## src/rtl/dmem_responder.sv

```systemverilog
// dmem_responder: word-addressed data memory behind a req/ready handshake.
// Each accepted request waits LATENCY cycles and then responds with a
// one-cycle ready pulse. Requests that arrive while busy are dropped.
// Optional feature: define DMEM_ALIGN_CHECK_EN to reject accesses whose
// byte address is not word aligned. A rejected access raises err together
// with ready, does not store, and leaves readdata unchanged.

module dmem_responder #(
    parameter int DEPTH_WORDS = 64,
    parameter int LATENCY     = 2
) (
    input  logic        clk,
    input  logic        reset,
    input  logic        req,
    input  logic        memwrite,
    input  logic [31:0] dataadr,
    input  logic [31:0] writedata,
    output logic        busy,
    output logic        ready,
    output logic [31:0] readdata,
    output logic        err
);

    localparam int         AW       = $clog2(DEPTH_WORDS);
    localparam bit         ZERO_LAT = (LATENCY == 0);
    localparam logic [3:0] LAT_M1   = (LATENCY == 0) ? 4'd0 : 4'(LATENCY - 1);

    typedef enum logic [1:0] {
        IDLE,
        WAIT,
        RESP
    } state_t;

    state_t          state;
    logic [3:0]      cnt;

    // Request fields captured on acceptance
    logic            cap_we;
    logic [AW-1:0]   cap_idx;
    logic [31:0]     cap_wdata;
    logic            cap_mis;

    // Access that takes effect on the edge entering RESP
    logic            acc_we;
    logic [AW-1:0]   acc_idx;
    logic [31:0]     acc_wdata;
    logic            acc_mis;
    logic            do_access;

    logic            in_mis;
    logic            unused_adr;

    logic [31:0]     mem [DEPTH_WORDS];

`ifdef DMEM_ALIGN_CHECK_EN
    assign in_mis = |dataadr[1:0];
`else
    assign in_mis = 1'b0;
`endif

    // Upper address bits wrap away; low bits matter only with the align check
    assign unused_adr = ^{dataadr[31:AW+2], dataadr[1:0]};

    // With zero latency the access happens on the accepting edge, so it must
    // use the live inputs; otherwise it uses the fields captured earlier.
    always_comb begin
        acc_we    = cap_we;
        acc_idx   = cap_idx;
        acc_wdata = cap_wdata;
        acc_mis   = cap_mis;
        if (state == IDLE) begin
            acc_we    = memwrite;
            acc_idx   = dataadr[AW+1:2];
            acc_wdata = writedata;
            acc_mis   = in_mis;
        end
    end

    assign do_access = !reset &&
                       ((state == IDLE && req && ZERO_LAT) ||
                        (state == WAIT && cnt == 4'd0));

    // Latch the request fields whenever a request is accepted
    always_ff @(posedge clk) begin
        if (state == IDLE && req) begin
            cap_we    <= memwrite;
            cap_idx   <= dataadr[AW+1:2];
            cap_wdata <= writedata;
            cap_mis   <= in_mis;
        end
    end

    // Storage array: written only by an accepted, aligned store on response
    always_ff @(posedge clk) begin
        if (do_access && acc_we && !acc_mis) begin
            mem[acc_idx] <= acc_wdata;
        end
    end

    // Handshake FSM with registered busy/ready/err/readdata
    always_ff @(posedge clk) begin
        if (reset) begin
            state    <= IDLE;
            cnt      <= 4'd0;
            busy     <= 1'b0;
            ready    <= 1'b0;
            err      <= 1'b0;
            readdata <= 32'd0;
        end else begin
            ready <= 1'b0;
            err   <= 1'b0;
            unique case (state)
                IDLE: begin
                    if (req) begin
                        busy <= 1'b1;
                        if (ZERO_LAT) begin
                            state <= RESP;
                        end else begin
                            state <= WAIT;
                            cnt   <= LAT_M1;
                        end
                    end
                end
                WAIT: begin
                    if (cnt == 4'd0) begin
                        state <= RESP;
                    end else begin
                        cnt <= cnt - 4'd1;
                    end
                end
                RESP: begin
                    state <= IDLE;
                    busy  <= 1'b0;
                end
                default: begin
                    state <= IDLE;
                    busy  <= 1'b0;
                end
            endcase
            if (do_access) begin
                ready <= 1'b1;
                err   <= acc_mis;
                if (!acc_we && !acc_mis) begin
                    readdata <= mem[acc_idx];
                end
            end
        end
    end

endmodule

```

## config.mk

```make
export PLATFORM = sky130hd
export DESIGN_NAME = dmem_responder
export DESIGN_NICKNAME = d
export VERILOG_FILES = /design/src/rtl/dmem_responder.sv
export SDC_FILE = /design/constraint.sdc
export NUM_CORES = 2
export LEC_CHECK = 0
export ABC_AREA = 1
export CORE_MARGIN = 3
export CORE_UTILIZATION = 60
export CTS_CLUSTER_SIZE = 28
export DETAILED_ROUTE_END_ITERATION = 10
export DONT_BUFFER_PORTS = 1
export GPL_ROUTABILITY_DRIVEN = 0
export PLACE_DENSITY = 0.76
export SLEW_MARGIN = 40
export SYNTH_ARGS = -nofsm -noshare
export SYNTH_HDL_FRONTEND = slang
export SYNTH_SLANG_ARGS = --single-unit
export TNS_END_PERCENT = 5
```

## constraint.sdc

```tcl
create_clock -name clk -period 4.65 [get_ports clk]
set_clock_uncertainty 0.1 [all_clocks]
set_input_delay 0.93 -clock clk [delete_from_list [all_inputs] [get_ports clk]]
set_output_delay 0.93 -clock clk [all_outputs]
set_load 0.1 [all_outputs]
```

* Word level (Yosys, flattened, before mapping)
Memory sizes are Yosys's and may differ from the RTL's. A register that Yosys moved wholly into a read port is not among the register bits.
Cells that the tools add are included.
** Storage, ports and cells
- Register bits after elaboration :: 47
- Latch bits :: 0
- Bits in writable memories :: 2048
- ROM bits :: 0
- Input port bits :: 68
- Output and inout port bits :: 35
- Memories kept :: 1
** Memories
- mem :: words 64, bits a word 32, read ports 1, clocked after Yosys merged registers in 1, write ports 1, line 53 : logic [31:0] mem [DEPTH_WORDS];
** Cells by class
- $add $sub $neg :: 1
- Multiply operators :: 0
- Div/mod/pow operators :: 0
- $lt $le $gt $ge :: 0
- Eq/ne operators :: 4
- Shifts and indexed selects :: 0
- Multiplexer cells :: 14
- Bitwise operators :: 1
- Reduce and logical (&&, ||, !) cells :: 13
** Operator list (number)
- 32-bit 2-to-1 mux :: 1
- 4-bit 2-to-1 mux :: 2
- 4-bit case mux with 2 select lines :: 1
- 6-bit 2-to-1 mux :: 1
- 2-bit AND reduction :: 3
- 1-bit 2-to-1 mux :: 5
- 1-bit logical AND :: 4
- 4-bit zero test :: 1
- 2-bit 2-to-1 mux :: 2
- 2-bit inequality test (second input constant) :: 2
- 2-bit case mux with 2 select lines :: 1
- 4-bit by 1-bit subtractor with 4-bit output (second input constant) :: 1
- 3-bit AND reduction :: 1
- 2-bit by 1-bit equality test with 1-bit output (second input constant) :: 1
- 1-bit zero test :: 2
- 2-bit zero test :: 1
- 2-bit by 1-bit inequality test with 1-bit output (second input constant) :: 1
- 1-bit case mux with 2 select lines :: 1
- 2-bit nonzero test :: 1
- 1-bit NOT :: 1

* Depth between registers and ports, before layout
- Word-level depth :: 6
- Gate-level depth with buffers :: 15
- Mapped depth without buffers :: 11

* Worst setup path before layout
No wires, ideal clock.
- Kind :: input-to-reg
- Start point :: input dataadr[5]
- End point :: memory mem[0][0] (enable)
- Arrival :: 3.390 ns
- Required time :: 4.129 ns
- Slack :: 0.739 ns
- Stages on the path :: 7
- Cell sequence :: or2_1 > o21ai_4 > inv_2 > nor3_2 > buf_2 > inv_1 > nor2_1
** On the way
- Word-level cells in the longest chain between the ends :: 1
** RTL lines
- from (decl) :: line 16 : input logic [31:0] dataadr,
- 6-bit 2-to-1 mux :: line 71 : if (state == IDLE) begin
- to (decl) :: line 53
Every way passes these cells.

* Worst setup path in the final report
- Start point :: register state[1]
- End point :: register readdata[14], read port of mem
** On the way
- Word-level cells in the longest chain between the ends :: 4
** RTL lines
- from (decl) :: line 34 : state_t state;
- from (signal assigned) :: line 103 : state <= IDLE;
- from (signal assigned) :: line 117 : state <= RESP;
- from (signal assigned) :: line 119 : state <= WAIT;
- 2-bit by 1-bit equality test with 1-bit output or 2-bit zero test (tied branches) :: line 81, 71
- 1-bit logical AND or 1-bit 2-to-1 mux (tied branches) :: line 81, 71
- 1-bit logical AND or 1-bit zero test (tied branches) :: line 79, 143
- 2-bit AND reduction (no line)
- to (decl) :: line 20 : output logic [31:0] readdata,
Several ways; a longest one is shown, not always the timed one.
A chain may end at the register's enable or synchronous reset.

==> flow_metrics.env <==
export IMPL_r2r_start="state[1]$_SDFFE_PP0P_"
export IMPL_cts_resized=0
export IMPL_synth_area_leaders="edfxtp_1, nand2_1, inv_1"
export IMPL_synthArstFlopShare=0
export IMPL_p_per_area_nw_per_um2=442
export IMPL_path_max_fanout=81
export IMPL_synth_top_area_share=0.698
export IMPL_critPathSlowestCell="nor2_1"
export IMPL_clock_tree_root_cell="clkbuf_16"
export IMPL_end_kind="flip-flop"
export IMPL_dominantRegCellSynth="edfxtp_1"
export IMPL_yosys_area_top_type="edfxtp_1"
export IMPL_die_h_um=393
export IMPL_die_x_um=393
export IMPL_vias=58700
export IMPL_tightest_slew_ns=0.899
export IMPL_cts_clk_slew_worst_paths_ns=0.06
export IMPL_cp_cell_sequence="nor2_4 -> buf_4 -> nand2_2 -> nand2_8 -> buf_4 -> nand2_1 -> o211ai_1 -> nand2_1 -> o21ai_1 -> nand2_1 -> nor2_1 -> a21oi_1"
export IMPL_critPathMaxStageDelay_ns=0.53
export IMPL_wl_per_cell_um=22.1
export IMPL_postSynthCellCount=8273
export IMPL_finalSetupViolations=0
export IMPL_routed_wl_um=230000
export IMPL_syn_avg_cell_area_um2=10.8
export IMPL_antenna_found_initial=3
export IMPL_r2r_slack_ns=0.62
export IMPL_numCtsBuffers=205
export IMPL_worstPathRequired_ns=5.24
export IMPL_yosysWarnings=0
export IMPL_ys_types=34
export IMPL_period_minus_slack_ns=4.03
export IMPL_finalSetupTns_ns=0
export IMPL_coreArea_um2=148000
export IMPL_start_util=0.606
export IMPL_drc=0
export IMPL_grt_pass1_wl_um=341000
export IMPL_vdd_ir_drop_max_mv=0.576
export IMPL_ys_ff_latch=2127
export IMPL_report_final_slew_viol_count=0
export IMPL_timing_critical_path_max_delay_family="simple AND/OR/NAND/NOR gates"
export IMPL_status="finished clean"
export IMPL_drt_initial_drc_count=6831
export IMPL_clockBufferDepth=3
export IMPL_rsz0062_at_grt="false"
export IMPL_crit_type="flip-flop to flip-flop"
export IMPL_syn_cell_area_um2=89800
export IMPL_critical_path_buf_inv_count=2
export IMPL_pin_count=103
export IMPL_layout_drive_gt1_share=0.0781
export IMPL_synth_edff_count=2087
export IMPL_fill_cells=9945
export IMPL_ant_nets=0
export IMPL_vias_per_cell=5.64
export IMPL_design_die_area_um2=154000
export IMPL_cts_sinks=2127
export IMPL_rows=141
export IMPL_firstDrtPassIters=6
export IMPL_period_share=0.866
export IMPL_crit_path_start_kind="flip-flop"
export IMPL_fmax_mhz=248
export IMPL_cts_tree="yes"
export IMPL_diodes=0
export IMPL_cp_depth=12
export IMPL_port_buffer_count=0
export IMPL_cp_endpoint="readdata[14]$_SDFFE_PP0P_"
export IMPL_slew_headroom=0.399
export IMPL_setup_worst_path_start="state[1]$_SDFFE_PP0P_"
export IMPL_post_dp_cell_area_um2=93100
export IMPL_finalHoldViolations=0
export IMPL_p_leak_nw=41.7
export IMPL_hold_class="primary input to flip-flop"
export IMPL_fin_area_um2=99800
export IMPL_grt_start_max_net_pins=155
export IMPL_synthTopCellsByCount="nand2_1, edfxtp_1, inv_1, nand3_1, o211ai_1"
export IMPL_r2r_end="readdata[14]$_SDFFE_PP0P_"
export IMPL_hp_start="reset"
export IMPL_crit_path_frequent_cell="nand2_1"
export IMPL_ctsHtreeMaxLevel=4
export IMPL_dp_hpwl_um=129000
export IMPL_grt_pass1_vias=56800
export IMPL_area_delta_synth_final_pct=11.2
export IMPL_syn_nets=8342
export IMPL_maxCapViolations=0
export IMPL_yosysSeqAreaShare=0.707
export IMPL_synth_most_common_cell="nand2_1"
export IMPL_overflow=0
export IMPL_arrival_ns=4.62
export IMPL_grt_usage=0.301
export IMPL_worst_r2r_cell_count=12
export IMPL_clk_latency_ns=0.84
export IMPL_fin_nets=8373
-- report_power, final --
| group | total, mW | internal [mW] | switching, mW |
|---|---|---|---|
| clock network | 16.4 | 9.29 | 7.16 |
| registers | 21.9 | 21.8 | 0.151 |
| logic | 5.76 | 1.30 | 4.46 |
| total | 44.1 | 32.4 | 11.8 |
-- placed cells by master (no fill, tap or decap), types with 10 or more instances in the layout --
| cell | count |
|---|---|
| o21ai_1 | 118 |
| clkbuf_16 | 206 |
| clkbuf_1 | 49 |
| nor2_4 | 70 |
| o211ai_1 | 288 |
| buf_4 | 154 |
| nand3_1 | 778 |
| o21ai_0 | 110 |
| clkinv_2 | 46 |
| clkbuf_8 | 10 |
| inv_1 | 1782 |
| nand2_2 | 17 |
| bufinv_16 | 17 |
| dfxtp_2 | 34 |
| nand4_1 | 64 |
| nand2_4 | 22 |
| a21oi_1 | 36 |
| clkinv_1 | 34 |
| nand2_1 | 2384 |
| nor2_1 | 69 |
| edfxtp_1 | 2087 |
| buf_12 | 48 |
-- registers in the layout, summed over array words and instances (netlist names) --
signal / flops
cap_wdata: 32
cap_we: 1
mem: 2048
cap_idx: 6
state: 2
ready: 1
readdata: 32
busy: 1
cnt: 4
-- cell type report --
class | count | area [µm²] | share of cell area
Timing Repair Buffer | 205 | 2170 | 0.0217
Clock buffer | 265 | 5480 | 0.0549
Multi-Input combinational cell | 3978 | 18400 | 0.184
Inverter | 1787 | 6710 | 0.0672
Tap cell | 1930 | 2410 | 0.0242
Clock inverter | 116 | 1180 | 0.0118
Sequential cell | 2127 | 63500 | 0.636
-- how the worst min path moves through the flow --
| stage | endpoint | slack (ns) | cells after the start |
|---|---|---|---|
| detailed placement | cnt[0]$_SDFFE_PP0P_ | 0.40 | 1 |
| global route | state[0]$_SDFFE_PP0P_ | 0.04 | 1 |
| floorplan | cnt[0]$_SDFFE_PP0P_ | 0.34 | 1 |
| global placement | cnt[0]$_SDFFE_PP0P_ | 0.36 | 1 |
| CTS | state[0]$_SDFFE_PP0P_ | 0.02 | 1 |
| finish | state[0]$_SDFFE_PP0P_ | 0.07 | 1 |
-- per-layer routing --
metal / part of all wire / global-route usage / up-vias
li1: - / - / 26900
met1: 0.36 / 0.383 / 27900
met2: 0.47 / 0.488 / 3196
met3: 0.11 / 0.0697 / 674
met4: 0.052 / 0.149 / 2
met5: 0.000043 / 0 / -
-- logic make-up (layout without fill, tap and decap cells) --
group / count (synthesis) / after routing / synth area share
flops: 2127 / 2127 / 0.707
buf+inv: 2168 / 2373 / 0.0960
compound gates: 554 / 554 / 0.0391
simple gates: 3422 / 3422 / 0.158
other cells: 1 / 1 / 0.0000418
fa+ha+maj: 1 / 1 / 0.000139
-- stage by stage --
step | total power, mW | setup WS, ns | std cells | utilization | hold WS, ns
after CTS | 44.1 | 0.712 | 10400 | 0.673 | 0.0170
final | 44.1 | 0.624 | 10400 | 0.674 | 0.0668
after global routing | 45.4 | 0.421 | 10400 | 0.674 | 0.0404
after floorplan | 25.9 | 0.739 | 8273 | - | 0.344
after detailed placement | 27.9 | 0.743 | 10000 | 0.628 | 0.405
after global placement | 27.8 | 0.858 | 10000 | 0.627 | 0.359
-- timing repair --
action                    4_1_cts  5_1_grt
setup buffers                   0        0
hold endpoints to repair        1        0
hold buffers                    1        0
No activity file was read; power rests on OpenSTA's default activity.
